===== src/rtl/bridge_pkg.sv =====
// Shared types and ASCII constants for the UART-to-bus request parser.
package bridge_pkg;

  typedef enum logic [1:0] {
    ST_IDLE = 2'd0,
    ST_ADDR = 2'd1,
    ST_DATA = 2'd2,
    ST_EOL  = 2'd3
  } state_t;

  localparam logic [7:0] ASCII_R  = 8'h52;
  localparam logic [7:0] ASCII_W  = 8'h57;
  localparam logic [7:0] ASCII_CR = 8'h0D;
  localparam logic [7:0] ASCII_LF = 8'h0A;

  function automatic logic is_term(input logic [7:0] b);
    return (b == ASCII_CR) || (b == ASCII_LF);
  endfunction

endpackage


===== src/rtl/hex_decode.sv =====
// Combinational ASCII hex digit decoder; accepts 0-9, A-F and a-f.
module hex_decode (
  input  logic [7:0] ascii,
  output logic [3:0] nibble,
  output logic       is_hex
);

  logic [7:0] diff_s;

  // Map the ASCII code onto its nibble value and flag whether it is a hex digit
  always_comb begin
    diff_s = 8'h00;
    nibble = 4'h0;
    is_hex = 1'b0;
    if (ascii >= 8'h30 && ascii <= 8'h39) begin
      diff_s = ascii - 8'h30;
      is_hex = 1'b1;
    end else if (ascii >= 8'h41 && ascii <= 8'h46) begin
      diff_s = ascii - 8'h37;
      is_hex = 1'b1;
    end else if (ascii >= 8'h61 && ascii <= 8'h66) begin
      diff_s = ascii - 8'h57;
      is_hex = 1'b1;
    end else begin
      diff_s = 8'h00;
      is_hex = 1'b0;
    end
    nibble = diff_s[3:0];
  end

endmodule


===== src/rtl/bridge_rx.sv =====
// Parses "R<addr>\r" / "W<addr><data>\r" ASCII requests into single-cycle bus strobes.
module bridge_rx
  import bridge_pkg::*;
#(
  parameter int ADDR_WIDTH = 16,
  parameter int DATA_WIDTH = 16
) (
  input  logic                  clk,
  input  logic                  rst_n,
  input  logic [7:0]            rx_data_i,
  input  logic                  rx_valid_i,
  output logic [ADDR_WIDTH-1:0] addr_o,
  output logic [DATA_WIDTH-1:0] wdata_o,
  output logic                  rw_o,
  output logic                  valid_o
);

  localparam int ADDR_DIG = ADDR_WIDTH / 4;
  localparam int DATA_DIG = DATA_WIDTH / 4;
  localparam int MAX_DIG  = (ADDR_DIG > DATA_DIG) ? ADDR_DIG : DATA_DIG;
  localparam int CNT_W    = $clog2(MAX_DIG + 1);

  state_t                state_r;
  logic                  is_write_r;
  logic [ADDR_WIDTH-1:0] addr_sh_r;
  logic [DATA_WIDTH-1:0] data_sh_r;
  logic [CNT_W-1:0]      cnt_r;
  logic [3:0]            nibble_s;
  logic                  is_hex_s;

  hex_decode u_hex_decode (
    .ascii  (rx_data_i),
    .nibble (nibble_s),
    .is_hex (is_hex_s)
  );

  // Request parser FSM; any grammar violation drops back to IDLE without issuing
  always_ff @(posedge clk or negedge rst_n) begin
    if (!rst_n) begin
      state_r    <= ST_IDLE;
      is_write_r <= 1'b0;
      addr_sh_r  <= '0;
      data_sh_r  <= '0;
      cnt_r      <= '0;
      addr_o     <= '0;
      wdata_o    <= '0;
      rw_o       <= 1'b0;
      valid_o    <= 1'b0;
    end else begin
      valid_o <= 1'b0;
      if (rx_valid_i) begin
        case (state_r)
          ST_IDLE: begin
            cnt_r     <= '0;
            addr_sh_r <= '0;
            data_sh_r <= '0;
            if (rx_data_i == ASCII_R) begin
              is_write_r <= 1'b0;
              state_r    <= ST_ADDR;
            end else if (rx_data_i == ASCII_W) begin
              is_write_r <= 1'b1;
              state_r    <= ST_ADDR;
            end else begin
              state_r <= ST_IDLE;
            end
          end
          ST_ADDR: begin
            if (is_hex_s) begin
              addr_sh_r <= (addr_sh_r << 4) | ADDR_WIDTH'(nibble_s);
              if (cnt_r == CNT_W'(ADDR_DIG - 1)) begin
                cnt_r   <= '0;
                state_r <= is_write_r ? ST_DATA : ST_EOL;
              end else begin
                cnt_r <= cnt_r + CNT_W'(1);
              end
            end else begin
              cnt_r   <= '0;
              state_r <= ST_IDLE;
            end
          end
          ST_DATA: begin
            if (is_hex_s) begin
              data_sh_r <= (data_sh_r << 4) | DATA_WIDTH'(nibble_s);
              if (cnt_r == CNT_W'(DATA_DIG - 1)) begin
                cnt_r   <= '0;
                state_r <= ST_EOL;
              end else begin
                cnt_r <= cnt_r + CNT_W'(1);
              end
            end else begin
              cnt_r   <= '0;
              state_r <= ST_IDLE;
            end
          end
          ST_EOL: begin
            cnt_r   <= '0;
            state_r <= ST_IDLE;
            if (is_term(rx_data_i)) begin
              valid_o <= 1'b1;
              addr_o  <= addr_sh_r;
              wdata_o <= is_write_r ? data_sh_r : '0;
              rw_o    <= is_write_r;
            end
          end
          default: begin
            cnt_r   <= '0;
            state_r <= ST_IDLE;
          end
        endcase
      end
    end
  end

endmodule


===== config.mk =====
export PLATFORM = sky130hd
export DESIGN_NAME = bridge_rx
export DESIGN_NICKNAME = d
export VERILOG_FILES = /design/src/rtl/bridge_pkg.sv /design/src/rtl/hex_decode.sv /design/src/rtl/bridge_rx.sv
export SDC_FILE = /design/constraint.sdc
export NUM_CORES = 1
export LEC_CHECK = 0
export CAP_MARGIN = 5
export CORE_MARGIN = 1
export CORE_UTILIZATION = 25
export CTS_BUF_LIST = sky130_fd_sc_hd__clkbuf_16
export DETAILED_ROUTE_END_ITERATION = 6
export HOLD_SLACK_MARGIN = 0.05
export PLACE_DENSITY = 0.54
export SYNTH_ARGS = -nofsm -noshare
export SYNTH_HDL_FRONTEND = slang
export SYNTH_HIERARCHICAL = 1
export SYNTH_SLANG_ARGS = --single-unit

===== constraint.sdc =====
create_clock -name clk -period 1.6 [get_ports clk]
set_input_delay 0.16 -clock clk [delete_from_list [all_inputs] [get_ports clk]]
set_output_delay 0.16 -clock clk [all_outputs]
set_load 0.01 [all_outputs]

==> out/qor.csv <==
stage;metric;value;unit
sta;Setup violations, final;0;
setup_path;worst path required time;1850;ps
clock_network;# clock sinks;72;
power;Leakage;2.015;nW
place;routability cong.;0.7697;
sta;crit path time final;1578;ps
synth;Yosys warnings;6;
setup_path;Critical path origin;rx_data_i[4];
synth;post-synth top area cell;dfrtp_1;
synth;Synth cell types;37;
synth;syn avg cell area;9.979;µm²
synth;count leader, synth;nand2_1;
synth;Seq/Total Area, Yosys;54.38;%
sta;Clock Skews;5.912;ps
sta;final hold viol count;0;
die;Die Height;117.1;µm
min_path;worst min path class;input pin to flip-flop;
die;die area;13720;µm²
power;peak supply drop;0.0004770;V
setup_path;critical path data arrival time;1820;ps
status;outcome;finished clean;
sta;slew margin rel.;60.87;%
place;HPWL Detailed;5113;µm
die;Initial Util;25.94;%
cells_and_area;layout cells sized above 1;20.99;%
drt;routed length on met1;3699;µm
cells_and_area;nets;421;
drt;WL per Instance;13.14;µm
setup_path;Crit Path Category;input pin to flip-flop;
drt;DRT Pass-1 Iters;4;
clock_network;CTS H-Tree Depth;3;
setup_path;Reg-to-Reg Start;state_r[1]$_DFFE_PN0P_;
clock_network;Reg clk slew, reported paths;60;ps
clock_network;total CTS buffers;9;
cells_and_area;area grow syn2layout;39.69;%
clock_network;TritonCTS clock tree;built;
cells_and_area;filler instances;1277;
synth;Async S/R FF share, synth;100.0;%
sta;hold_ws;303.3;ps
global_routing;pin count of the biggest net entering global routing;35;
flow_run;max-cap violations;0;
setup_path;CP Capture Type;flip-flop;
die;core area;12770;µm²
drt;DRT iter0 DRCs;153;
global_routing;initial antenna violation count;0;
power;power after layout;4.151;mW
die;Die X-Extent;117.1;µm
drt;met2 WL post-DR;3421;µm
clock_network;Clock Latency Late Sink;330;ps
synth;Synth top area share;54.38;%
setup_path;crit-path max FO;3;
sta;FMAX;0.6337;GHz
synth;syn nets;352;
drt;via count;2527;
synth;Post-synth EDFFs;0;
global_routing;GRT Overall Usage;12.10;%
clock_network;CTS Root Buffer Type;clkbuf_16;
cells_and_area;antenna cell count;0;
sta;worst-margin pin slew;586.9;ps
global_routing;first-pass GRT wire length;12410;µm
synth;Post-synth top cells;nand2_1 (106), dfrtp_1 (72), o21ai_0 (53), mux2_4 (16), clkbuf_1 (13);
sta;Final Slew Violations;0;
power;Pwr Density;896.9;nW/µm²
synth;Mapped Area;3313;µm²
die;I/O pin count;45;
clock_network;clock buffer depth;2;
drt;metal3 WL;276;µm
drt;post-route DRC violation count;0;
drt;Total Routed Length;7579;µm
drt;top sig layer;met4;
place;PortBufs;44;
global_routing;GRT overflow;0;
global_routing;number of global-route vias before repair;2518;
drt;post-route ant nets;0;
sta;fin crit share;98.62;%
synth;post-synthesis cell count;332;
setup_path;FF-to-FF path depth;5;
synth;top post-synthesis cells by area;dfrtp_1 (54%), nand2_1 (12%), o21ai_0 (8.0%), mux2_4 (7.3%), ha_1 (3.4%);
setup_path;crit path launch type;input pin;
drt;vias per inst;4.380;
synth;Yosys reg bits;72;
min_path;hold path start;rx_data_i[5];
min_path;Hold Crit Depth;4;
die;Core Rows;41;
synth;top_reg_cell synth;dfrtp_1;
==> final cells by class <==
cell class,instances,area [µm²],share of cell area [%]
Sequential cell,72,1802,38.93
Multi-Input combinational cell,238,1570,33.93
Timing Repair Buffer,72,700.7,15.14
Clock buffer,9,225.2,4.866
Tap cell,172,215.2,4.650
Clock inverter,6,85.08,1.838
Inverter,8,30.03,0.6488
==> report_power, final <==
part / total (mW) / switching, mW / internal (mW)
registers: 1.82 / 0.00110 / 1.82
clock network: 2.08 / 0.736 / 1.35
logic: 0.242 / 0.145 / 0.0971
==> logic make-up (layout without fill, tap and decap cells) <==
family | after synthesis | after routing | synth area share, %
simple gates | 136 | 140 | 18.81
flops | 72 | 72 | 54.38
buf+inv | 26 | 95 | 3.512
fa+ha+maj | 9 | 9 | 3.399
compound gates | 69 | 69 | 11.37
mux | 20 | 20 | 8.535
==> per-stage QoR <==
stage / setup WS (ps) / TNS, ps / utilization [%] / area (µm²) / instances
final: 22.03 / 0 / 36.23 / 4628 / 577
after global placement: -517.6 / -28070 / 32.44 / 4144 / 554
after global routing: -2.901 / -2.901 / 36.23 / 4628 / 577
after detailed placement: -623.1 / -32070 / 32.44 / 4144 / 554
after CTS: 3.233 / 0 / 35.75 / 4567 / 574
after floorplan: 16.18 / 0 / - / 3398 / 332
==> metal layers <==
metal,vias up,GRT usage [%]
met5,-,0
met4,0,6.245
met3,14,3.090
met2,48,18.26
met1,1206,16.02
li1,1259,-
==> worst paths after layout <==
kind / endpoint / slack [ps]
max: addr_sh_r[3]$_DFFE_PN0P_ / 20
min: valid_o$_DFF_PN0_ / 300
max reg2reg: addr_sh_r[9]$_DFFE_PN0P_ / 110
min reg2reg: wdata_o[6]$_DFFE_PN0P_ / 480
max in group asynchronous: addr_o[10]$_DFFE_PN0P_ / 680
min in group asynchronous: wdata_o[12]$_DFFE_PN0P_ / 360
==> timing repair <==
item	CTS	global route
setup buffers	1	2
gates resized for setup	15	17
endpoints found under the setup margin	36	67
hold buffers	1	0
gates cloned	3	1
pin swaps	6	5
endpoints found under the hold margin	20	0
==> sequential cells by signal, summed over array words and instances (netlist names) <==
| name | count |
|---|---|
| addr_o | 16 |
| addr_sh_r | 16 |
| data_sh_r | 16 |
| wdata_o | 16 |
| cnt_r | 3 |
| state_r | 2 |
| is_write_r | 1 |
| rw_o | 1 |
| valid_o | 1 |
==> worst max-delay path, cell delays in order <==
cell,delay (ps)
dlygate4sd2_1,270
nor4b_4,340
o211ai_1,210
buf_4,190
buf_4,140
a21oi_1,280
nand2_1,90
o21ai_0,140
==> layout by cell type (no fill, tap or decap), types with 5 or more instances in the layout <==
cell type,count
nand2_1,103
nor2_1,6
o21ai_1,7
inv_1,5
dfrtp_1,72
clkdlybuf4s50_1,35
ha_1,5
mux2_4,18
buf_4,21
clkbuf_16,9
o21ai_0,49
No activity file was read; power rests on OpenSTA's default activity.
